$ cat config.mk
export PLATFORM = sky130hd
export DESIGN_NAME = spart_tx_scheduler
export DESIGN_NICKNAME = d
export VERILOG_FILES = /design/src/rtl/spart_tx_scheduler.sv
export SDC_FILE = /design/constraint.sdc
export NUM_CORES = 1
export LEC_CHECK = 0
export ABC_AREA = 1
export BUFFER_PORTS_ARGS = -buffer_cell sky130_fd_sc_hd__buf_2
export CAP_MARGIN = 25
export CORE_UTILIZATION = 45
export DETAILED_ROUTE_END_ITERATION = 6
export PLACE_DENSITY = 0.76
export REMOVE_ABC_BUFFERS = 1
export SYNTH_ARGS = -nofsm -noshare
export SYNTH_HDL_FRONTEND = slang
export SYNTH_SLANG_ARGS = --single-unit
$ cat constraint.sdc
create_clock -name clk -period 4.8 [get_ports clk]
set_input_delay 0.24 -clock clk [delete_from_list [all_inputs] [get_ports clk]]
set_output_delay 0.24 -clock clk [all_outputs]
set_load 0.02 [all_outputs]
$ cat src/rtl/spart_tx_scheduler.sv
// Round-robin scheduler sharing one SPART transmitter among NREQ requesters, with watchdog/retry.
// Define SPART_ACK_EN to also wait for the peer's response frame (WAIT_RSP) and return it on rsp_data.
module spart_tx_scheduler #(
  parameter int unsigned NREQ        = 4,
  parameter int unsigned DW          = 24,
  parameter int unsigned TIMEOUT_CYC = 2000000,
  parameter int unsigned RETRY_MAX   = 2
) (
  input  logic               clk,
  input  logic               rst,
  input  logic [NREQ-1:0]    req,
  input  logic [NREQ*DW-1:0] req_data,
  output logic [NREQ-1:0]    done,
  output logic [NREQ-1:0]    err,
  output logic [DW-1:0]      rsp_data,
  output logic               busy,
  output logic               start_transmission,
  output logic [DW-1:0]      tdata,
  input  logic               tx_done,
  input  logic               rx_done,
  input  logic [DW-1:0]      rdata
);
  localparam int unsigned IW = (NREQ > 1) ? $clog2(NREQ) : 1;
  localparam int unsigned TW = $clog2(TIMEOUT_CYC + 1);
  localparam int unsigned RW = (RETRY_MAX > 0) ? $clog2(RETRY_MAX + 1) : 1;

  typedef enum logic [2:0] {
    S_IDLE,
    S_LOAD,
    S_SEND,
    S_WAIT_RSP,
    S_FIN
  } state_t;

  state_t          state;
  logic [IW-1:0]   ptr;
  logic [IW-1:0]   idx;
  logic [TW-1:0]   timer;
  logic [RW-1:0]   retries;
  logic            grant_any;
  logic [IW-1:0]   grant_idx;
  int unsigned     scan;
  logic [NREQ-1:0] idx_onehot;
  logic            timeout;
  logic            retry_left;
  logic [TW-1:0]   timer_next;

  // First requester at or after ptr, wrapping modulo NREQ (NREQ need not be a power of two).
  always_comb begin
    grant_any = 1'b0;
    grant_idx = '0;
    scan      = 0;
    for (int unsigned k = 0; k < NREQ; k++) begin
      scan = 32'(ptr) + k;
      if (scan >= NREQ) scan = scan - NREQ;
      if (!grant_any && req[scan]) begin
        grant_any = 1'b1;
        grant_idx = IW'(scan);
      end
    end
  end

  always_comb begin
    idx_onehot = '0;
    idx_onehot[idx] = 1'b1;
  end

  assign timeout    = (timer == TW'(TIMEOUT_CYC - 1));
  assign retry_left = (retries < RW'(RETRY_MAX));
  assign timer_next = (timer == '1) ? timer : timer + 1'b1;

`ifndef SPART_ACK_EN
  logic unused_rx;
  assign unused_rx = ^{rx_done, rdata};
`endif

  always_ff @(posedge clk or posedge rst) begin
    if (rst) begin
      state              <= S_IDLE;
      ptr                <= '0;
      idx                <= '0;
      timer              <= '0;
      retries            <= '0;
      done               <= '0;
      err                <= '0;
      rsp_data           <= '0;
      busy               <= 1'b0;
      start_transmission <= 1'b0;
      tdata              <= '0;
    end else begin
      start_transmission <= 1'b0;
      done               <= '0;
      err                <= '0;
      case (state)
        S_IDLE: begin
          if (grant_any) begin
            idx   <= grant_idx;
            tdata <= req_data[32'(grant_idx) * DW +: DW];
            busy  <= 1'b1;
            state <= S_LOAD;
          end
        end
        S_LOAD: begin
          start_transmission <= 1'b1;
          timer              <= '0;
          state              <= S_SEND;
        end
        S_SEND: begin
          // tx_done takes priority over a timeout landing in the same cycle.
          if (tx_done) begin
`ifdef SPART_ACK_EN
            timer <= '0;
            state <= S_WAIT_RSP;
`else
            done  <= idx_onehot;
            state <= S_FIN;
`endif
          end else if (timeout) begin
            if (retry_left) begin
              retries <= retries + 1'b1;
              state   <= S_LOAD;
            end else begin
              err   <= idx_onehot;
              state <= S_FIN;
            end
          end else begin
            timer <= timer_next;
          end
        end
`ifdef SPART_ACK_EN
        S_WAIT_RSP: begin
          if (rx_done) begin
            rsp_data <= rdata;
            done     <= idx_onehot;
            state    <= S_FIN;
          end else if (timeout) begin
            if (retry_left) begin
              retries <= retries + 1'b1;
              state   <= S_LOAD;
            end else begin
              err   <= idx_onehot;
              state <= S_FIN;
            end
          end else begin
            timer <= timer_next;
          end
        end
`endif
        S_FIN: begin
          ptr     <= (idx == IW'(NREQ - 1)) ? '0 : idx + 1'b1;
          retries <= '0;
          busy    <= 1'b0;
          state   <= S_IDLE;
        end
        default: state <= S_IDLE;
      endcase
    end
  end
endmodule

# == After elaboration in Yosys (flattened, before gate mapping) ==
# Index checks and enable logic that the tools add are counted.
# Widths: inputs -> output; s select.
# op_classes
reduce_logical,16
magnitude_cmp,11
n_mul,1
n_mux,45
shifts,1
eq_ne,13
add_sub_neg,10
# op_table
op,n
$lt 32x3->1 const B,4
$mux 32,4
$shiftx 96x8->24,1
$mux 21,3
$eq 21x21->1 const B,2
$pmux 21 s2,1
$mux 4,6
$add 21x1->21 const B,1
$mux 2,8
$mux 3,4
$ne 2x2->1 const B,6
$sub 3x3->4 const B,3
$mux 1,11
$ge 3x3->1 const B,3
$pmux 3 s3,1
$bmux 1 s2,4
$reduce_and 4->1,2
$add 2x2->3 const B,2
$reduce_and 2->1,3
$reduce_bool 2->1,3
$add 2x1->2 const B,2
$logic_and 1x1->1,4
$mul 2x2->4 const B,1
$pmux 2 s2,1
15 further kinds,17
# totals
elab_cells,107
register_bits,64
input_bits,128

# == Depth between registers and ports, before layout ==
# Gate-level depths: netlist of run 1.
# logic_depth
word_depth,16
depth_mapped,16
ltp_nobuf,14

# == Worst setup path before layout of run 1 ==
# No wires, ideal clock.
# synth_timing
kind,flip-flop to flip-flop
from,register timer[1]
to,register timer[3]
t_arrival_ns,1.706
required_time_ns,4.677
setup_ns,0.123
setup_slack_ns,2.971
stages_incl_launch_ff,14
path_cell_list,dfrtp_1 > ha_1 > nand3_1 > inv_1 > nand2_1 > nor3_2 > nand3_1 > nand2_1 > nand2_2 > nand2_2 > inv_2 > buf_2 > nand2_1 > o21ai_1
# synth_via
elab_chain_len,5
word_cells_on_any_way,10
classes_between,add/sub (1); eq/ne (4); mux (4); reduce/logical (1)
# synth_rtl
element,line,text
"start, declared",38,logic [TW-1:0] timer;
"start signal, assigned",127,timer <= timer_next;
$add 21x1->21,70,assign timer_next = (timer == '1) ? timer : timer + 1'b1;
$mux 21,70,
$mux 21,118,end else if (timeout) begin
$mux 21,110,if (tx_done) begin
$pmux 21 s2,94,case (state)
# Parallel ways exist; a longest one is shown, timed or not. The select of a mux whose other input is x is not followed.
# A chain may end at the register's enable or synchronous reset.

# == Worst setup path in the final report of run 1 ==
# layout_timing
from,register ptr[0]
to,register tdata[18]
# layout_via
elab_chain_len,16
word_cells_on_any_way,40
classes_between,add/sub (7); mul (1); order compare (4); shift (1); mux (20); reduce/logical (7)
# layout_rtl
element,line,text
"start, declared",36,logic [IW-1:0] ptr;
"start signal, assigned",150,ptr <= (idx == IW'(NREQ - 1)) ? '0 : idx + 1'b1;
"parallel branches: the longest is 16 deep, another holds $sub 3x3->4",n/a,
"end signal, assigned",98,tdata <= req_data[32'(grant_idx) * DW +: DW];
"end, declared",18,"output logic [DW-1:0] tdata,"
# Several ways; the timed one is not identified. The select of a mux whose other input is x is not followed.

==> summary.txt, run 1 <==
Netlist Area Pre-Place -> 0.00450 mm^2
Asr flop ratio synth -> 100%
Synth cell count leaders -> nand2_1, inv_1, dfrtp_1
Initial antenna violation count -> 0
Syn avg cell area -> 6.79 um^2
Relative slew slack -> 46.0%
WL/cell -> 10.9 um
Congestion Overflow GR -> 0
CTS tree -> built
Req. time, crit path -> 5.09 ns
Std-Cell Core Area -> 0.00973 mm^2
Final WL -> 10100 um
Most frequent cell after synthesis -> nand2_1
Post-place instance area -> 0.00511 mm^2
Sequential area share after synthesis -> 35.6%
Setup TNS -> 0 ns
Power Total -> 3.11 mW
Crit path max-delay family -> simple AND/OR/NAND/NOR gates
Worst path cell trace -> inv_6, nand2_1, nand3_1, nand2_1, nand2_1, nand3_2, nand3_4, o21ai_0, nand2_1, nand3_1
Synth top area share -> 35.6%
Worst path bufs/invs -> 1
RSZ-0062 raised after global routing -> false
Initial Utilization -> 46.2%
Maximum net fanout on the critical path -> 89
Top_reg_cell synth -> dfrtp_1
First-pass GRT wire length -> 16400 um
MaxCap Viol Count -> 0
Reg area -> 0.00160 mm^2
Post-detail-place hpwl -> 7450 um
I/O pin total -> 186
Crit-path slowest cell -> dfrtp_1
Lkg Pwr -> 2.94 nW
Unique cell type count in the Yosys netlist -> 35
Largest cells by area after synthesis -> dfrtp_1, nand2_1, inv_1
Number of H-tree levels -> 3
Final Instance Count excl. Fillers -> 927
Clk_lat worst skew -> 0.35 ns
Drc violations -> 0
Largest net degree at the start of global routing -> 90
Diode count -> 0
Fillers -> 982
Worst hold slack -> 0.105 ns
Die Ht -> 102 um
CP Data Arrival Time -> 2.92 ns
Number of global-route vias before repair -> 3668
Warnings from Yosys -> 24
Share of layout cells above drive strength 1 -> 22.9%
Final ANT Viol Nets -> 0
# rows -> 36
CTS Hold Buffers Added -> 0
Synth-to-Final Area Change -> 17.4%
Setup WS post-layout -> 2.17 ns
Final setup viols -> 0
Clk slew on worst S/H paths -> 0.08 ns
DP Worst Slack -> 2.19 ns
Pwr dens -> 590 mW/mm^2
Dominant cell type by area after synthesis -> dfrtp_1
Slowest stage delay, CP -> 0.60 ns
Final Hold Vio Count -> 0
Post-synth EDFFs -> 0
PortBufs -> 136
Synth Instances -> 662
Run status -> finished clean
Final setup skew -> 0.0134 ns
Clk root buf -> clkbuf_8
CTS sink count -> 64
Routed vias/inst -> 4.58
GPL Wtd Cong -> 0.921
Setup crit end kind -> flip-flop
Drt initial violations -> 153
Max-slew violation count -> 0
Peak supply drop -> 0.304 mV
Post-CTS Setup Bufs -> 0
Via count -> 4248
Gr usage total -> 20.2%
Post_cts resized -> 0
Register bit total from synthesis -> 64
CTS Buf Count -> 9
Pre-antenna DRT Iters -> 5
Minimum clock period -> 2.63 ns
Die width -> 102 um
Hold Crit Class -> in -> async
Max Buffers Root-to-Sink -> 2
Max Fclk -> 380 MHz
Core Util, Final -> 54.3%
WS Path Type -> reg -> reg
Most numerous cell on the critical path -> nand2_1
Die ar. -> 0.0104 mm^2
Placed cells -> 911
Area of the multi-input gates -> 0.00224 mm^2
Slew @ Worst Pin -> 0.810 ns
Critical path launch point type -> flip-flop
Design Area, Final -> 0.00528 mm^2
Final worst-path cycle share -> 54.8%
Final nets -> 922
## power by group
group          leakage (nW)  internal [mW]  switching (mW)  total, mW
Combinational          2.02          0.574            1.34       1.91
Clock                0.0834          0.200           0.208      0.409
Sequential            0.839          0.697          0.0941      0.791
Total                  2.94           1.47            1.64       3.11
## sequential cells by signal, indices dropped and copies added (netlist names)
name                cells
idx                     2
state                   3
retries                 2
start_transmission      1
timer                  21
ptr                     2
tdata                  24
err                     4
busy                    1
done                    4
## tightest hold or removal path, stage by stage
cell and delay [ns]:
buf_2 0.10, inv_2 0.03, buf_4 0.60
## per-layer routing
layer / global-route usage (%) / part of all wire (%)
met2: 34.2 / 48
met5: 0 / 0
met3: 4.86 / 5.0
met1: 25.1 / 46
met4: 7.03 / 1.4
## cell type report
class / count / area share (%)
inverter: 107 / 7.70
timing repair buffer: 138 / 13.2
sequential: 64 / 30.3
multi-input combinational: 469 / 42.5
clock buffer: 13 / 2.82
tap: 133 / 3.15
clock inverter: 3 / 0.332
## logic make-up after synthesis
kind of cell             share of synthesized area (%)
XOR/XNOR                                          2.73
other                                           0.0834
flip-flops                                        35.6
buffers and inverters                             16.4
adder cells (fa/ha/maj)                           1.39
AO/OA/AOI/OAI                                     7.96
AND/OR/NAND/NOR                                   35.8
## cell usage in the layout (no fill, tap or decap), drive strengths merged
master | Yosys | final
a21oi | 4 | 4
a31oi | 1 | 1
buf | 41 | 138
clkbuf | 4 | 13
clkinv | 0 | 2
clkinvlp | 0 | 1
conb | 1 | 24
dfrtp | 64 | 64
ha | 5 | 5
inv | 107 | 107
nand2 | 223 | 223
nand3 | 52 | 52
nand3b | 1 | 1
nand4 | 17 | 17
nor2 | 33 | 33
nor3 | 21 | 21
nor3b | 2 | 2
nor4 | 2 | 2
o21ai | 65 | 65
o22ai | 1 | 1
or2 | 4 | 4
xor2 | 14 | 14
## path summary, 6_finish.rpt
kind | startpoint | end | slack [ns] | depth (start not counted)
max in group asynchronous | rst | retries[0] | 4.15 | 3
setup / recovery | ptr[0] | tdata[18] | 2.17 | 10
setup reg to reg | ptr[0] | tdata[18] | 2.17 | 10
hold reg to reg | tdata[21] | tdata[21] | 0.48 | 2
min in group clk | req_data[19] | tdata[19] | 0.20 | 5
hold / removal | rst | tdata[5] | 0.10 | 3
Power figures use the tool's default switching activity.
==> inputs of run 2 (changes only) <==
--- a/config.mk
+++ b/config.mk
@@ -8,9 +8,9 @@
 export ABC_AREA = 1
 export BUFFER_PORTS_ARGS = -buffer_cell sky130_fd_sc_hd__buf_2
 export CAP_MARGIN = 25
-export CORE_UTILIZATION = 45
+export CORE_UTILIZATION = 44
 export DETAILED_ROUTE_END_ITERATION = 6
-export PLACE_DENSITY = 0.76
+export PLACE_DENSITY = 0.77
 export REMOVE_ABC_BUFFERS = 1
 export SYNTH_ARGS = -nofsm -noshare
 export SYNTH_HDL_FRONTEND = slang
==> constraint.sdc (replaced) <==
create_clock -name clk -period 2.4 [get_ports clk]
set_input_delay 0.12 -clock clk [delete_from_list [all_inputs] [get_ports clk]]
set_output_delay 0.12 -clock clk [all_outputs]
set_load 0.02 [all_outputs]
==> run 2 against run 1 <==
Against the previous run: clock power up 140%; core utilization is 1.1 points higher; clock skew decreased by 0.0041 ns; via count is 1.7% higher; critical path depth increased by 2; non-clock buffer count grew 7; sequential power rose by 100%; sequential share of layout area fell by 0.86 points; register-to-register slack got worse by 1.9 ns; wire length up 1.2%; critical path type unchanged; largest power group unchanged.
==> summary.txt, run 2 (synthesized netlist as in run 1, its figures left out) <==
Run status -> finished clean
Clk root buf -> clkbuf_8
Worst hold slack -> 0.0745 ns (-0.0301 ns)
Commonest non-fill, non-tap cell in the layout -> nand2_1
WS Path Type -> reg -> reg
Routed vias/inst -> 4.62 (+0.91%)
CTS tree -> built
First-pass GRT wire length -> 16700 um (+1.7%)
Largest register by flop count -> tdata
Final Hold Vio Count -> 0 (unchanged)
MaxCap Viol Count -> 0 (unchanged)
Flip-flop count of the largest register after layout -> 24 (unchanged)
Biggest regs -> tdata x24, timer x21
PortBufs -> 136 (unchanged)
Setup WS post-layout -> 0.271 ns (-1.90 ns)
Setup crit end kind -> flip-flop
Slew @ Worst Pin -> 0.551 ns (-0.259 ns)
Congestion Overflow GR -> 0 (unchanged)
RSZ-0062 raised after global routing -> false
Post-detail-place hpwl -> 7860 um (+5.5%)
Number of H-tree levels -> 3 (unchanged)
CP Data Arrival Time -> 2.41 ns (-0.51 ns)
Peak supply drop -> 0.813 mV (+170%)
Final worst-path cycle share -> 88.7% (+34 points)
Setup TNS -> 0 ns (unchanged)
I/O pin total -> 186 (unchanged)
Commonest cells after routing, fill and taps aside -> nand2_1, buf_2, inv_1
Pre-antenna DRT Iters -> 6 (+1)
Die Ht -> 103 um (+1.1%)
Final ANT Viol Nets -> 0 (unchanged)
Pwr dens -> 1240 mW/mm^2 (+110%)
Relative slew slack -> 63.0% (+17 points)
Hold Crit Class -> in -> reg
GPL Wtd Cong -> 0.930 (+0.94%)
Die width -> 103 um (+1.1%)
Initial antenna violation count -> 0 (unchanged)
Synth-to-Final Area Change -> 20.9%
# rows -> 36 (unchanged)
CTS sink count -> 64 (unchanged)
Clk slew on worst S/H paths -> 0.08 ns (about the same)
Drc violations -> 0 (unchanged)
Die ar. -> 0.0106 mm^2 (+2.2%)
Clk_lat worst skew -> 0.35 ns (about the same)
Share of layout cells above drive strength 1 -> 23.8% (+0.92 points)
DP Worst Slack -> 0.136 ns (-2.05 ns)
Minimum clock period -> 2.13 ns (-0.503 ns)
Largest net degree at the start of global routing -> 65 (-28%)
Max Buffers Root-to-Sink -> 2 (unchanged)
Lkg Pwr -> 3.02 nW (+2.7%)
Max-slew violation count -> 0 (unchanged)
Max Fclk -> 470 MHz (+24%)
Final nets -> 929 (+0.76%)
Drt initial violations -> 191 (+25%)
Critical path launch point type -> flip-flop
WL/cell -> 10.9 um (+0.40%)
Gr usage total -> 20.1% (-0.12 points)
Core Util, Final -> 55.4% (+1.1 points)
Post-CTS Setup Bufs -> 0 (unchanged)
Maximum net fanout on the critical path -> 42 (-53%)
Initial Utilization -> 45.8% (-0.42 points)
CTS Buf Count -> 9 (unchanged)
Final setup skew -> 0.00928 ns (-0.00409 ns)
Number of global-route vias before repair -> 3692 (+0.65%)
Via count -> 4319 (+1.7%)
Final setup viols -> 0 (unchanged)
Final WL -> 10200 um (+1.2%)
Req. time, crit path -> 2.68 ns (-2.41 ns)
Std-Cell Core Area -> 0.00982 mm^2 (+0.93%)
Diode count -> 0 (unchanged)
[run 2: power by group]
group,internal [mW],switching [mW],leakage (nW)
clock,0.581,0.415,0.110
sequential,1.40,0.190,0.837
combinational,1.39,2.77,2.07
[run 2: cell type report]
| type | instances | area (um^2) |
|---|---|---|
| inverters | 107 | 409 |
| multi-input cells | 469 | 2250 |
| clock inverters | 6 | 83.8 |
| fillers | 965 | 4380 |
| repair buffers | 145 | 801 |
| well taps | 133 | 166 |
| flip-flops and latches | 64 | 1600 |
| clock buffers | 10 | 128 |
[run 2: final timing paths]
check | from | cells after the start | slack, ns | to
min in group asynchronous | rst | 4 | 0.38 | timer[11]
max in group asynchronous | rst | 4 | 1.75 | tdata[9]
min | req_data[8] | 5 | 0.07 | tdata[8]
min reg2reg | tdata[17] | 2 | 0.48 | tdata[17]
max | ptr[0] | 12 | 0.27 | tdata[22]
max reg2reg | ptr[0] | 12 | 0.27 | tdata[22]
[run 2: timing repair]
| action | in CTS | in global routing |
|---|---|---|
| resized for setup | 0 | 4 |
| endpoints found under the hold margin | 64 | 0 |
| hold buffers | 1 | 0 |
| endpoints found under the setup margin | 0 | 23 |
[run 2: routing by layer]
layer | GRT usage [%] | share of wire, %
met5 | 0 | 0
met4 | 7.37 | 1.7
met2 | 33.2 | 50
met1 | 26.0 | 44
met3 | 4.00 | 4.4
[run 2: critical path, cell delays in order, from the launching register on]
cell and delay, ns:
dfrtp_2 0.49, inv_6 0.13, nand2_1 0.07, nand3_1 0.11
nand2_2 0.10, inv_1 0.09, nand3_2 0.20, nand3_4 0.30
buf_12 0.22, nand2_1 0.08, o21ai_1 0.10, nand2_1 0.07
nand3_1 0.08
[run 2: through the flow]
| stage | cells | power, mW | instance area [um^2] |
|---|---|---|---|
| finish | 934 | 6.74 | 5440 |
| CTS | 934 | 6.79 | 5430 |
| global placement | 917 | 5.72 | 5210 |
| global route | 934 | 7.43 | 5440 |
| detailed placement | 917 | 5.77 | 5210 |
| floorplan | 640 | 4.45 | 4250 |
==> inputs of run 3 (changes only) <==
--- a/config.mk
+++ b/config.mk
@@ -5,12 +5,13 @@
 export SDC_FILE = /design/constraint.sdc
 export NUM_CORES = 1
 export LEC_CHECK = 0
-export ABC_AREA = 1
 export BUFFER_PORTS_ARGS = -buffer_cell sky130_fd_sc_hd__buf_2
 export CAP_MARGIN = 25
-export CORE_UTILIZATION = 44
+export CORE_ASPECT_RATIO = 0.75
+export CORE_UTILIZATION = 42
 export DETAILED_ROUTE_END_ITERATION = 6
 export PLACE_DENSITY = 0.77
+export RECOVER_POWER = 100
 export REMOVE_ABC_BUFFERS = 1
 export SYNTH_ARGS = -nofsm -noshare
 export SYNTH_HDL_FRONTEND = slang
==> run 3 against run 2 <==
Against the previous run: synthesized area decreased by 16%; total power is 22% lower; die area fell by 12%; hold slack better by 0.0055 ns; critical path depth down 5; the flow now finishes with violations (DRC); critical path type unchanged.
==> summary.txt, run 3 <==
CP Data Arrival Time -> 2.42 ns (about the same)
Largest cells by area after synthesis -> dfrtp_1, mux2i_1, buf_4
Relative slew slack -> 24.4% (-39 points)
Via count -> 3513 (-19%)
Comb power frac -> 41.0% (-21 points)
Final worst-path cycle share -> 93.9% (+5.2 points)
Std-Cell Core Area -> 0.00860 mm^2 (-12%)
Worst path cell trace -> ha_1, and2_1, and4_1, buf_4, a2111oi_0, xnor2_1, nor2_1
Maximum net fanout on the critical path -> 7 (-83%)
Simple-gate share of the synthesized area -> 15.2% (-21 points)
Top_reg_cell synth -> dfrtp_1
Post-synth EDFFs -> 0 (unchanged)
Post-place instance area -> 0.00457 mm^2 (-12%)
Largest family of logic cells by synthesized area -> compound AO/OA/AOI/OAI gates
Clk root buf -> clkbuf_16
Mux cell area share after synthesis -> 13.3% (+13 points)
Req. time, crit path -> 2.57 ns (-0.11 ns)
Synthesized-area fraction occupied by adder cells -> 1.66% (+0.27 points)
Power Total -> 5.28 mW (-22%)
Final nets -> 651 (-30%)
Die Ht -> 84.1 um (-18%)
Number of global-route vias before repair -> 3391 (-8.2%)
Register bit total from synthesis -> 64 (unchanged)
GPL Wtd Cong -> 0.843 (-9.4%)
Pre-antenna DRT Iters -> 7 (+1)
# rows -> 29 (-19%)
Largest net degree at the start of global routing -> 36 (-45%)
Warnings from Yosys -> 24 (unchanged)
Net Sw Power -> 2.05 mW (-39%)
Switching share of total power -> 38.7% (-11 points)
Max-slew violation count -> 0 (unchanged)
Slowest stage delay, CP -> 0.58 ns (+0.09 ns)
Final Hold Vio Count -> 0 (unchanged)
Design Area, Final -> 0.00486 mm^2 (-11%)
Setup crit end kind -> flip-flop
Clock Power Share -> 29.1% (+14 points)
Routed vias/inst -> 5.57 (+20%)
Critical path launch point type -> flip-flop
Largest register by flop count -> tdata
Clk slew on worst S/H paths -> 0.06 ns (-0.02 ns)
Final ANT Viol Nets -> 0 (unchanged)
Asr flop ratio synth -> 100% (unchanged)
Diode count -> 0 (unchanged)
Biggest regs -> tdata x24, timer x21
Pwr dens -> 1090 mW/mm^2 (-12%)
Die ar. -> 0.00937 mm^2 (-12%)
PortBufs -> 136 (unchanged)
Drc violations -> 8 (+8)
Number of H-tree levels -> 3 (unchanged)
Initial Utilization -> 43.9% (-1.9 points)
Gr usage total -> 21.8% (+1.8 points)
Peak supply drop -> 0.511 mV (-37%)
WS Path Type -> reg -> reg
Commonest cells after routing, fill and taps aside -> buf_2, dfrtp_1, mux2i_1
WL/cell -> 16.1 um (+47%)
Share of layout cells above drive strength 1 -> 26.4% (+2.5 points)
CTS Buf Count -> 9 (unchanged)
Internal Power -> 3.24 mW (-3.8%)
Clk_lat worst skew -> 0.33 ns (-0.02 ns)
Max Fclk -> 444 MHz (-5.6%)
Crit-path slowest cell -> a2111oi_0
Commonest non-fill, non-tap cell in the layout -> buf_2
Final setup skew -> 0.00553 ns (-0.00375 ns)
RSZ-0062 raised after global routing -> false
Final WL -> 10100 um (-0.85%)
Synth-to-Final Area Change -> 28.7%
Xor/xnor share of the synthesized area -> 1.16% (-1.6 points)
Crit path max-delay family -> compound AO/OA/AOI/OAI gates
Most frequent cell after synthesis -> dfrtp_1
Synth top area share -> 42.5% (+6.8 points)
Netlist Area Pre-Place -> 0.00377 mm^2 (-16%)
Synth cell count leaders -> dfrtp_1, mux2i_1, nand2_1
Unique cell type count in the Yosys netlist -> 54 (+54%)
Die width -> 111 um (+8.1%)
Worst path bufs/invs -> 1 (-2)
Run status -> finished with violations
Hold Crit Class -> in -> reg
First-pass GRT wire length -> 16300 um (-2.4%)
Syn avg cell area -> 10.0 um^2 (+47%)
CTS tree -> built
MaxCap Viol Count -> 0 (unchanged)
Congestion Overflow GR -> 0 (unchanged)
Violated checks -> DRC
Post-detail-place hpwl -> 7480 um (-4.8%)
Flip-flop count of the largest register after layout -> 24 (unchanged)
I/O pin total -> 186 (unchanged)
Slew @ Worst Pin -> 1.13 ns (+0.582 ns)
Sequential power share -> 29.9% (+6.4 points)
Sequential area share after synthesis -> 42.5% (+6.8 points)
Lkg Pwr -> 2.40 nW (-20%)
Synth Instances -> 377 (-43%)
Dominant cell type by area after synthesis -> dfrtp_1
Final setup viols -> 0 (unchanged)
Compound-Gate Fraction of Synth Area -> 18.1% (+10 points)
CTS sink count -> 64 (unchanged)
Initial antenna violation count -> 0 (unchanged)
Max Buffers Root-to-Sink -> 2 (unchanged)
Drt initial violations -> 221 (+16%)
Minimum clock period -> 2.25 ns (+0.125 ns)
[run 3: cell types whose count changed after synthesis, moves of 21 or more]
cell and delta:
inv_1 -97, mux2i_1 +49, nand2_1 -181, nand3_1 -41, o21ai_0 -21, o21ai_1 -21
[run 3: worst paths after layout]
check	slack (ns)	endpoint	startpoint	depth (start not counted)
min	0.08	tdata[18]	req_data[42]	3
min reg2reg	0.48	busy	busy	2
max in group asynchronous	0.38	tdata[19]	rst	4
min in group asynchronous	0.62	done[0]	rst	3
max reg2reg	0.15	timer[9]	timer[0]	7
max	0.15	timer[9]	timer[0]	7
[run 3: through the flow]
step | util [%] | hold slack, ns | instances | setup WS (ns) | setup TNS (ns)
after floorplan | - | 0.247 | 354 | -2.42 | -58.57
after global placement | 53.2 | 0.242 | 614 | 0.203 | 0
after detailed placement | 53.2 | 0.259 | 614 | 0.113 | 0
after CTS | 57.4 | 0.0850 | 631 | 0.0933 | 0
after global routing | 56.5 | 0.106 | 631 | 0.00958 | 0
final | 56.5 | 0.0800 | 631 | 0.145 | 0
[run 3: worst register-to-register path, delay by kind of cell (launching register included)]
kind                       cells  cell delay [ns]
adders and majority gates      1             0.27
buffers and inverters          1             0.16
and+or+nand+nor                3             0.48
xor gates and xnor gates       1             0.19
AOI/OAI and AO/OA              1             0.58
DFF                            1             0.42
[run 3: routing by layer]
| layer | track usage [%] | part of all wire (%) | vias to the layer above |
|---|---|---|---|
| met4 | 7.99 | 1.6 | 0 |
| met1 | 28.7 | 45 | 1713 |
| met5 | 0 | 0 | - |
| met3 | 5.08 | 5.9 | 16 |
| met2 | 35.3 | 48 | 129 |
| li1 | - | - | 1655 |
[run 3: final cells by class]
class	count	area (um^2)
fillers	760	3740
repair buffers	153	774
well taps	108	135
flip-flops and latches	64	1600
inverters	5	18.8
multi-input cells	285	1970
clock inverters	6	115
clock buffers	10	239
[run 3: timing repair]
action	4_1_cts	5_1_grt
setup endpoints to repair	0	5
hold buffers	1	0
gates resized for setup	0	1
buffers inserted	0	0
hold endpoints to repair	29	0
[run 3: cells by family (layout without fill, tap and decap cells)]
family	after synthesis	in the layout
xor+xnor	5	5
mux	50	50
fa+ha+maj	5	5
simple gates	104	104
flops	64	64
buf+inv	51	174
other cells	1	24
compound gates	97	97
[run 3: power groups by stage]
stage / Clock, mW / Sequential [mW] / Combinational, mW
global route: 1.60 / 1.63 / 2.38
CTS: 1.55 / 1.57 / 2.26
floorplan: 0 / 1.83 / 1.29
finish: 1.54 / 1.58 / 2.17
detailed placement: 0 / 1.59 / 2.24
global placement: 0 / 1.57 / 2.17
